<file path="config.mk">
export PLATFORM = sky130hd
export DESIGN_NAME = ddr4_cmd_bank_monitor_flat
export DESIGN_NICKNAME = d
export VERILOG_FILES = /design/src/rtl/ddr4_cmd_bank_monitor_if.sv /design/src/rtl/ddr4_cmd_bank_monitor.sv /design/src/flat_wrapper.sv
export SDC_FILE = /design/constraint.sdc
export NUM_CORES = 2
export LEC_CHECK = 0
export CAP_MARGIN = 10
export CORE_MARGIN = 2
export CORE_UTILIZATION = 50
export DETAILED_ROUTE_END_ITERATION = 10
export HOLD_SLACK_MARGIN = 0.1
export PLACE_DENSITY = 0.72
export RECOVER_POWER = 100
export REMOVE_ABC_BUFFERS = 1
export SETUP_SLACK_MARGIN = 0.1
export SKIP_CTS_REPAIR_TIMING = 1
export SYNTH_ARGS = -nofsm -noshare
export SYNTH_HDL_FRONTEND = slang
export SYNTH_SLANG_ARGS = --single-unit
</file>
<file path="constraint.sdc">
create_clock -name CK_t -period 9.8 [get_ports CK_t]
set_input_delay 0.98 -clock CK_t [delete_from_list [all_inputs] [get_ports CK_t]]
set_output_delay 0.98 -clock CK_t [all_outputs]
set_load 0.005 [all_outputs]
</file>
<file path="src/rtl/ddr4_cmd_bank_monitor_if.sv">
// DDR4 command/address bus bundle observed by ddr4_cmd_bank_monitor.
// The master modport drives the bus (memory controller or bench driver);
// the slave modport only samples it (the passive monitor).
interface ddr4_ca_if #(
  parameter int RANK_BITS = 1,
  parameter int BG_BITS   = 2,
  parameter int BA_BITS   = 2
);
  logic                 CS_n;
  logic                 ACT_n;
  logic                 RAS_n_A16;
  logic                 CAS_n_A15;
  logic                 WE_n_A14;
  logic [RANK_BITS-1:0] C;
  logic [BG_BITS-1:0]   BG;
  logic [BA_BITS-1:0]   BA;
  logic [13:0]          ADDR;
  logic                 ADDR_17;
  logic                 PARITY;

  modport master (
    output CS_n, ACT_n, RAS_n_A16, CAS_n_A15, WE_n_A14,
    output C, BG, BA, ADDR, ADDR_17, PARITY
  );

  modport slave (
    input CS_n, ACT_n, RAS_n_A16, CAS_n_A15, WE_n_A14,
    input C, BG, BA, ADDR, ADDR_17, PARITY
  );
endinterface

</file>
<file path="src/rtl/ddr4_cmd_bank_monitor.sv">
// Passive DDR4 command/bank monitor.
// Decodes every command on the CA bus (one cycle registered latency),
// tracks a per-bank IDLE/OPEN state with tRCD/tRAS/tRP elapsed-cycle
// counters, and records protocol violations in a sticky error vector
// with a saturating violation counter.
// Optional build macro: DDR4_CA_PARITY_CHK_EN enables the CA parity check
// (err_vec[6]); without it PARITY is ignored and err_vec[6] stays 0.
module ddr4_cmd_bank_monitor #(
  parameter int RANK_BITS = 1,
  parameter int BG_BITS   = 2,
  parameter int BA_BITS   = 2,
  parameter int T_RCD     = 14,
  parameter int T_RAS     = 32,
  parameter int T_RP      = 14,
  parameter int CNT_W     = 8
) (
  input  logic                                     CK_t,
  input  logic                                     RST,
  ddr4_ca_if.slave                                 ca,
  input  logic                                     err_clr,
  output logic                                     cmd_valid,
  output logic [2:0]                               cmd_code,
  output logic [RANK_BITS+BG_BITS+BA_BITS-1:0]     cmd_bank,
  output logic [17:0]                              cmd_addr,
  output logic [2**(RANK_BITS+BG_BITS+BA_BITS)-1:0] bank_open,
  output logic [6:0]                               err_vec,
  output logic [15:0]                              err_count
);

  localparam int BANK_W    = RANK_BITS + BG_BITS + BA_BITS;
  localparam int NUM_BANKS = 2 ** BANK_W;
  localparam logic [CNT_W-1:0] CNT_MAX = {CNT_W{1'b1}};

  typedef enum logic [2:0] {
    CMD_NOP   = 3'd0,
    CMD_ACT   = 3'd1,
    CMD_RD    = 3'd2,
    CMD_WR    = 3'd3,
    CMD_PRE   = 3'd4,
    CMD_PREA  = 3'd5,
    CMD_REF   = 3'd6,
    CMD_OTHER = 3'd7
  } cmd_e;

  typedef enum logic {
    BANK_IDLE = 1'b0,
    BANK_OPEN = 1'b1
  } bank_state_e;

  // Counter increment that sticks at the all-ones value.
  function automatic logic [CNT_W-1:0] sat_inc(input logic [CNT_W-1:0] cnt);
    return (cnt == CNT_MAX) ? cnt : cnt + {{(CNT_W-1){1'b0}}, 1'b1};
  endfunction

  // True when fewer than tmin cycles have elapsed since the event.
  // The counter is cleared on the event edge, so elapsed = cnt + 1.
  function automatic logic too_soon(input logic [CNT_W-1:0] cnt, input int tmin);
    logic [CNT_W:0] elapsed;
    elapsed = {1'b0, cnt} + {{CNT_W{1'b0}}, 1'b1};
    return elapsed < (CNT_W+1)'(tmin);
  endfunction

  // Rank field of a flat {C,BG,BA} bank number.
  function automatic logic [RANK_BITS-1:0] rank_of(input int b);
    logic [BANK_W-1:0] bv;
    bv = BANK_W'(b);
    return bv[BANK_W-1 -: RANK_BITS];
  endfunction

  // Number of error bits raised in one cycle.
  function automatic logic [2:0] err_pop(input logic [6:0] e);
    logic [2:0] n;
    n = 3'd0;
    for (int i = 0; i < 7; i++) begin
      n = n + {2'b00, e[i]};
    end
    return n;
  endfunction

  // Even CA parity: XOR over all covered pins including PARITY must be 0.
  function automatic logic ca_parity_bad(
    input logic                 par,
    input logic                 act_n,
    input logic                 ras,
    input logic                 cas,
    input logic                 we,
    input logic [BG_BITS-1:0]   bg,
    input logic [BA_BITS-1:0]   ba,
    input logic [13:0]          addr,
    input logic                 a17,
    input logic [RANK_BITS-1:0] c
  );
    return ^{par, act_n, ras, cas, we, bg, ba, addr, a17, c};
  endfunction

  // Decode
  cmd_e              dec_code_s;
  logic              dec_valid_s;
  logic [17:0]       dec_addr_s;
  logic [BANK_W-1:0] dec_bank_s;
  logic              parity_err_s;

  // Registered outputs
  logic              cmd_valid_q, cmd_valid_d;
  logic [2:0]        cmd_code_q,  cmd_code_d;
  logic [BANK_W-1:0] cmd_bank_q,  cmd_bank_d;
  logic [17:0]       cmd_addr_q,  cmd_addr_d;
  logic [6:0]        err_vec_q,   err_vec_d;
  logic [15:0]       err_count_q, err_count_d;
  logic [6:0]        err_new_s;
  logic [16:0]       err_sum_s;

  // Per-bank tracking
  bank_state_e       bank_state_q [NUM_BANKS];
  bank_state_e       bank_state_d [NUM_BANKS];
  logic [CNT_W-1:0]  act_cnt_q    [NUM_BANKS];
  logic [CNT_W-1:0]  act_cnt_d    [NUM_BANKS];
  logic [CNT_W-1:0]  pre_cnt_q    [NUM_BANKS];
  logic [CNT_W-1:0]  pre_cnt_d    [NUM_BANKS];

`ifdef DDR4_CA_PARITY_CHK_EN
  assign parity_err_s = ~ca.CS_n & ca_parity_bad(ca.PARITY, ca.ACT_n, ca.RAS_n_A16,
                                                 ca.CAS_n_A15, ca.WE_n_A14, ca.BG,
                                                 ca.BA, ca.ADDR, ca.ADDR_17, ca.C);
`else
  logic unused_parity_s;
  assign unused_parity_s = ca.PARITY;
  assign parity_err_s    = 1'b0;
`endif

  // Command decode of the bus as sampled on this edge.
  always_comb begin
    dec_code_s  = CMD_NOP;
    dec_valid_s = 1'b0;
    dec_addr_s  = 18'd0;
    dec_bank_s  = {ca.C, ca.BG, ca.BA};
    if (!ca.CS_n) begin
      dec_valid_s = 1'b1;
      if (!ca.ACT_n) begin
        dec_code_s = CMD_ACT;
        dec_addr_s = {ca.ADDR_17, ca.RAS_n_A16, ca.CAS_n_A15, ca.WE_n_A14, ca.ADDR};
      end else begin
        case ({ca.RAS_n_A16, ca.CAS_n_A15, ca.WE_n_A14})
          3'b000:  dec_code_s = CMD_OTHER;
          3'b001:  dec_code_s = CMD_REF;
          3'b010:  dec_code_s = ca.ADDR[10] ? CMD_PREA : CMD_PRE;
          3'b101: begin
            dec_code_s = CMD_RD;
            dec_addr_s = {8'd0, ca.ADDR[9:0]};
          end
          3'b100: begin
            dec_code_s = CMD_WR;
            dec_addr_s = {8'd0, ca.ADDR[9:0]};
          end
          3'b111:  dec_code_s = CMD_NOP;
          default: dec_code_s = CMD_OTHER;
        endcase
      end
    end else begin
      dec_bank_s = {BANK_W{1'b0}};
    end
  end

  // Per-bank next state, timing counters and protocol checks.
  always_comb begin
    for (int b = 0; b < NUM_BANKS; b++) begin
      bank_state_d[b] = bank_state_q[b];
      act_cnt_d[b]    = sat_inc(act_cnt_q[b]);
      pre_cnt_d[b]    = sat_inc(pre_cnt_q[b]);
    end
    err_new_s    = 7'd0;
    err_new_s[6] = parity_err_s;
    case (dec_code_s)
      CMD_ACT: begin
        if (bank_state_q[dec_bank_s] == BANK_OPEN) begin
          err_new_s[0] = 1'b1;
        end else begin
          err_new_s[4]             = too_soon(pre_cnt_q[dec_bank_s], T_RP);
          bank_state_d[dec_bank_s] = BANK_OPEN;
          act_cnt_d[dec_bank_s]    = {CNT_W{1'b0}};
        end
      end
      CMD_RD, CMD_WR: begin
        if (bank_state_q[dec_bank_s] == BANK_IDLE) begin
          err_new_s[1] = 1'b1;
        end else begin
          err_new_s[2] = too_soon(act_cnt_q[dec_bank_s], T_RCD);
        end
      end
      CMD_PRE: begin
        // Precharging an idle bank is a legal no-op and leaves tRP untouched.
        if (bank_state_q[dec_bank_s] == BANK_OPEN) begin
          err_new_s[3]             = too_soon(act_cnt_q[dec_bank_s], T_RAS);
          bank_state_d[dec_bank_s] = BANK_IDLE;
          pre_cnt_d[dec_bank_s]    = {CNT_W{1'b0}};
        end else begin
          bank_state_d[dec_bank_s] = BANK_IDLE;
        end
      end
      CMD_PREA: begin
        for (int b = 0; b < NUM_BANKS; b++) begin
          if ((rank_of(b) == ca.C) && (bank_state_q[b] == BANK_OPEN)) begin
            err_new_s[3]    = err_new_s[3] | too_soon(act_cnt_q[b], T_RAS);
            bank_state_d[b] = BANK_IDLE;
            pre_cnt_d[b]    = {CNT_W{1'b0}};
          end else begin
            bank_state_d[b] = bank_state_q[b];
          end
        end
      end
      CMD_REF: begin
        for (int b = 0; b < NUM_BANKS; b++) begin
          if ((rank_of(b) == ca.C) && (bank_state_q[b] == BANK_OPEN)) begin
            err_new_s[5] = 1'b1;
          end else begin
            err_new_s[5] = err_new_s[5];
          end
        end
      end
      default: err_new_s[5] = 1'b0;
    endcase
  end

  // Output register next values; a new error beats a simultaneous clear.
  always_comb begin
    cmd_valid_d = dec_valid_s;
    cmd_code_d  = dec_code_s;
    cmd_bank_d  = dec_bank_s;
    cmd_addr_d  = dec_addr_s;
    err_sum_s   = {1'b0, err_count_q} + {14'd0, err_pop(err_new_s)};
    if (err_clr) begin
      err_vec_d   = err_new_s;
      err_count_d = {13'd0, err_pop(err_new_s)};
    end else begin
      err_vec_d   = err_vec_q | err_new_s;
      err_count_d = err_sum_s[16] ? 16'hFFFF : err_sum_s[15:0];
    end
  end

  // Bank state and timing counter registers; counters reset to max so no
  // timing check fires straight out of reset.
  always_ff @(posedge CK_t) begin
    if (RST) begin
      for (int b = 0; b < NUM_BANKS; b++) begin
        bank_state_q[b] <= BANK_IDLE;
        act_cnt_q[b]    <= CNT_MAX;
        pre_cnt_q[b]    <= CNT_MAX;
      end
    end else begin
      for (int b = 0; b < NUM_BANKS; b++) begin
        bank_state_q[b] <= bank_state_d[b];
        act_cnt_q[b]    <= act_cnt_d[b];
        pre_cnt_q[b]    <= pre_cnt_d[b];
      end
    end
  end

  // Decoded-command stream and sticky error registers.
  always_ff @(posedge CK_t) begin
    if (RST) begin
      cmd_valid_q <= 1'b0;
      cmd_code_q  <= 3'd0;
      cmd_bank_q  <= {BANK_W{1'b0}};
      cmd_addr_q  <= 18'd0;
      err_vec_q   <= 7'd0;
      err_count_q <= 16'd0;
    end else begin
      cmd_valid_q <= cmd_valid_d;
      cmd_code_q  <= cmd_code_d;
      cmd_bank_q  <= cmd_bank_d;
      cmd_addr_q  <= cmd_addr_d;
      err_vec_q   <= err_vec_d;
      err_count_q <= err_count_d;
    end
  end

  // Per-bank open indicator taken straight from the state registers.
  always_comb begin
    bank_open = {NUM_BANKS{1'b0}};
    for (int b = 0; b < NUM_BANKS; b++) begin
      bank_open[b] = (bank_state_q[b] == BANK_OPEN);
    end
  end

  assign cmd_valid = cmd_valid_q;
  assign cmd_code  = cmd_code_q;
  assign cmd_bank  = cmd_bank_q;
  assign cmd_addr  = cmd_addr_q;
  assign err_vec   = err_vec_q;
  assign err_count = err_count_q;

endmodule

</file>
<file path="src/flat_wrapper.sv">
// flat-port wrapper written by rule: the top's interface ports become plain ports
module ddr4_cmd_bank_monitor_flat 
#(
  parameter int RANK_BITS = 1,
  parameter int BG_BITS   = 2,
  parameter int BA_BITS   = 2,
  parameter int T_RCD     = 14,
  parameter int T_RAS     = 32,
  parameter int T_RP      = 14,
  parameter int CNT_W     = 8
)
  (CK_t, RST, err_clr, cmd_valid, cmd_code, cmd_bank, cmd_addr, bank_open, err_vec, err_count, ca_CS_n, ca_ACT_n, ca_RAS_n_A16, ca_CAS_n_A15, ca_WE_n_A14, ca_C, ca_BG, ca_BA, ca_ADDR, ca_ADDR_17, ca_PARITY);
  ddr4_ca_if #(.RANK_BITS(RANK_BITS), .BG_BITS(BG_BITS), .BA_BITS(BA_BITS)) ca_i ();
  input  logic CK_t;
  input  logic RST;
  input  logic err_clr;
  output logic cmd_valid;
  output logic [2:0] cmd_code;
  output logic [RANK_BITS+BG_BITS+BA_BITS-1:0] cmd_bank;
  output logic [17:0] cmd_addr;
  output logic [2**(RANK_BITS+BG_BITS+BA_BITS)-1:0] bank_open;
  output logic [6:0] err_vec;
  output logic [15:0] err_count;
  input wire logic [$bits(ca_i.CS_n)-1:0] ca_CS_n;
  input wire logic [$bits(ca_i.ACT_n)-1:0] ca_ACT_n;
  input wire logic [$bits(ca_i.RAS_n_A16)-1:0] ca_RAS_n_A16;
  input wire logic [$bits(ca_i.CAS_n_A15)-1:0] ca_CAS_n_A15;
  input wire logic [$bits(ca_i.WE_n_A14)-1:0] ca_WE_n_A14;
  input wire logic [$bits(ca_i.C)-1:0] ca_C;
  input wire logic [$bits(ca_i.BG)-1:0] ca_BG;
  input wire logic [$bits(ca_i.BA)-1:0] ca_BA;
  input wire logic [$bits(ca_i.ADDR)-1:0] ca_ADDR;
  input wire logic [$bits(ca_i.ADDR_17)-1:0] ca_ADDR_17;
  input wire logic [$bits(ca_i.PARITY)-1:0] ca_PARITY;
  assign ca_i.CS_n = ca_CS_n;
  assign ca_i.ACT_n = ca_ACT_n;
  assign ca_i.RAS_n_A16 = ca_RAS_n_A16;
  assign ca_i.CAS_n_A15 = ca_CAS_n_A15;
  assign ca_i.WE_n_A14 = ca_WE_n_A14;
  assign ca_i.C = ca_C;
  assign ca_i.BG = ca_BG;
  assign ca_i.BA = ca_BA;
  assign ca_i.ADDR = ca_ADDR;
  assign ca_i.ADDR_17 = ca_ADDR_17;
  assign ca_i.PARITY = ca_PARITY;
  ddr4_cmd_bank_monitor #(.RANK_BITS(RANK_BITS), .BG_BITS(BG_BITS), .BA_BITS(BA_BITS), .T_RCD(T_RCD), .T_RAS(T_RAS), .T_RP(T_RP), .CNT_W(CNT_W)) u_core (.CK_t(CK_t), .RST(RST), .ca(ca_i), .err_clr(err_clr), .cmd_valid(cmd_valid), .cmd_code(cmd_code), .cmd_bank(cmd_bank), .cmd_addr(cmd_addr), .bank_open(bank_open), .err_vec(err_vec), .err_count(err_count));
endmodule
</file>
==> impl_metrics.yaml <==
outcome:
  status: "complete, but fails checks"
  violations: "capacitance limit, slew limit"
floorplanning:
  dieArea_mm2: 0.0672
  die_w_um: 259
  rows: 93
  chipHeight_um: 259
  pin_count: 111
  start_util_pct: 50.5
  core_region_area_mm2: 0.0645
synthesis:
  synth_top_cell_area_share_pct: 36.5
  ys_warn_count: 0
  synth_flop_cell: "dfxtp_1"
  synthDistinctLibCells: 81
  syn_area_mm2: 0.0326
  synth_cells: 3912
  synth-edff-count: 0
  async_flop_share_pct: 0
  yosysSeqAreaShare_pct: 36.5
  ys_ff_latch: 593
  syn-mean-instance-area_um2: 8.32
  yosys.area.top_type: "dfxtp_1"
  yosys-top-cells-area: "dfxtp_1 (36%), o21ai_0 (9.9%), mux2i_1 (4.2%), nand3_1 (4.1%), xor2_1 (4.0%)"
pwr:
  p_comb_share_pct: 42.3
  leakagePower_nw: 14.1
  intPower_w: 0.00720
  peakVddDrop_mv: 0.152
  swShare_pct: 39.7
  power_density_mw_per_mm2: 331
  power_frac_clock_pct: 21.7
  p_seq_share_pct: 36.0
  power_switching_w: 0.00474
placed_design:
  io_buffer_count: 108
  place_hpwl_um: 69700
  gp_congestion: 0.963
  pre_cts_ws_ns: 1.82
sta:
  finalHoldViolations: 0
  fin_setup_tns_ns: 0
  fmax_ghz: 0.117
  worst_slack_ns: 1.22
  timing.final.max_slew_violations: 123
  max_slew_margin_pct: -49.0
  rsz0062_at_grt: "no"
  skew_ns: 0.0230
  fin_crit_sh_pct: 87.5
  tightest_slew_ns: 2.23
  finalCriticalPeriod_ns: 8.58
  finalSetupViolCount: 0
cts:
  cts_buffer_depth: 3
  cts_tree: "done"
  clk_pin_slew_ns: 0.06
  cts_buffers: 67
  cts_root_buf: "clkbuf_16"
  h-tree-depth: 3
  clk_latency_ns: 0.61
  clock-sinks: 593
drt:
  first_pass_iters: 6
  vias_per_cell: 6.45
  vias: 30700
  wirelength_um: 102000
  drt_iter0_markers: 3678
  drc_errors: 0
  ant_nets: 0
  routedWlPerCell_um: 21.5
cells_and_area:
  antenna_cells: 0
  nNetsFinal: 3962
  final_common_cell: "o21ai_0"
  most-common-layout-cells: "o21ai_0 (648), dfxtp_1 (593), nand3_1 (269)"
  drive_above_1_share_pct: 6.72
  area_growth_pct: 10.7
global_routing:
  antenna_found_initial: 0
  busiest_layer: "met2"
  grt_util_met1_pct: 40.0
  track_usage_pct: 29.4
  grt_first_pass_wirelength_um: 158000
  grt_start_max_net_pins: 256
  use_met2_pct: 44.6
  grt.met3_usage_pct: 6.76
  grt_overflow_total: 0
  first_global_vias: 27700
critical_path:
  crit_fanout: 54
  crit_top_cell: "fa_1"
  ff2ff_setup_slack_ns: 3.19
  ff2ff_path_depth: 23
  critPathMaxStageDelay_ns: 1.29
  r2r-start: "u_core.bank_state_q[23]"
  cp-start-kind: "primary input"
  critPathRequiredTime_ns: 10.35
  critical_path_class: "in2reg"
  worst_path_max_delay_cell: "clkbuf_1"
  cp_data_arrival_time_ns: 9.12
  r2r-end: "u_core.err_count[1]"
  crit_path_cell_trace: "buf_6 > clkbuf_1 > o21bai_4 > a2111oi_0 > o22ai_1 > or4_4 > o311ai_0 > a22o_1 > nand2_1 > fa_1 > fa_1 > inv_1 > fa_1 > inv_1 > fa_1 > inv_1 > a21oi_1 > nor2_1 > nand4_1 > or2_2 > a21oi_1 > a21oi_1 > nor2_1"
  endpoint_kind: "register"
min_path:
  whs_path_depth: 2
  worstHoldStart: "u_core.err_vec[3]"
  min_to: "u_core.err_vec[3]"
  hold_class: "reg2reg"
flow_run:
  maxCapViolCount: 4
==> worst max-delay path: cells and delay by family <==
family	cells	cell delay, ns
AOI/OAI and AO/OA	8	2.66
adders and majority gates	4	1.70
buffers and inverters	5	1.93
and+or+nand+nor	6	1.77
==> cell type report <==
cell class                      count  area [µm²]
Clock buffer                      102        2100
Clock inverter                     18         173
Sequential cell                   593       11900
Inverter                           59         229
Multi-Input combinational cell   2986       19200
Tap cell                          855        1070
Timing Repair Buffer              153        1440
Fill cell                        5869       28400
==> layer usage <==
metal  wire [µm]  part of all wire (%)  vias up
met5          51                 0.050        -
li1            -                     -    14400
met1       43400                    42    14600
met3       11000                    11      219
met2       43700                    43     1500
met4        4170                   4.1        2
==> through the flow <==
stage / instances / power [W] / area (µm²) / util, % / hold WS [ns]
5_1_grt: 4766 / 0.0128 / 36000 / 55.9 / 0.488
6_report: 4766 / 0.0119 / 36000 / 55.9 / 0.466
3_3_place_gp: 4646 / 0.00910 / 33800 / 52.4 / 0.457
2_1_floorplan: 3638 / 0.00812 / 31200 / - / 0.455
3_5_place_dp: 4646 / 0.00923 / 33800 / 52.4 / 0.461
4_1_cts: 4766 / 0.0119 / 36100 / 56.0 / 0.471
==> worst max path at each step <==
stage               slack (ns)      from  cells after the start                   to
floorplan                 3.11   ca_CS_n                     23  u_core.err_count[1]
global placement          1.82   ca_CS_n                     25  u_core.err_count[1]
detailed placement        1.82   ca_CS_n                     25  u_core.err_count[1]
CTS                       2.45   ca_CS_n                     25  u_core.err_count[1]
global route              0.93  ca_BA[1]                     23  u_core.err_count[1]
finish                    1.22  ca_BA[1]                     23  u_core.err_count[1]
==> synthesized netlist by cell type (43+ instances only) <==
cell type	n
o21ai_0	647
dfxtp_1	593
nand3_1	269
nor2_1	208
clkbuf_1	160
nand2_1	160
xor2_1	150
nand4_1	140
mux2i_1	135
xnor2_1	133
nor3_1	120
o22ai_1	109
a21oi_1	95
and3_1	90
and2_1	79
ha_1	69
a31oi_1	59
inv_1	58
mux2_2	57
buf_2	50
buf_4	47
nor4b_1	43
==> registers in the layout, summed over array words and instances, names as in the netlist <==
signal,count
u_core.cmd_addr,18
u_core.cmd_valid,1
u_core.err_vec,6
u_core.cmd_code,3
u_core.err_count,16
u_core.pre_cnt_q,256
u_core.act_cnt_q,256
u_core.cmd_bank,5
u_core.bank_state_q,32
==> power by group through the flow <==
stage	logic, W	clock network, W	registers [W]
2_1_floorplan	0.00413	0	0.00399
3_3_place_gp	0.00483	0	0.00427
3_5_place_dp	0.00495	0	0.00428
4_1_cts	0.00500	0.00262	0.00425
5_1_grt	0.00570	0.00272	0.00441
6_report	0.00505	0.00260	0.00429
==> cells by family (layout without fill, tap and decap cells) <==
logic type / count (synthesis) / after routing / synth area share, %
flip-flops: 593 / 593 / 36.5
AND/OR/NAND/NOR: 1328 / 1328 / 22.4
multiplexers: 193 / 193 / 6.19
XOR/XNOR: 283 / 283 / 7.61
buffers and inverters: 334 / 332 / 4.77
AO/OA/AOI/OAI: 1106 / 1106 / 19.6
adder cells (fa/ha/maj): 74 / 74 / 2.93
other: 1 / 2 / 0.0115
Note: power is estimated with default switching activity, not from simulation.
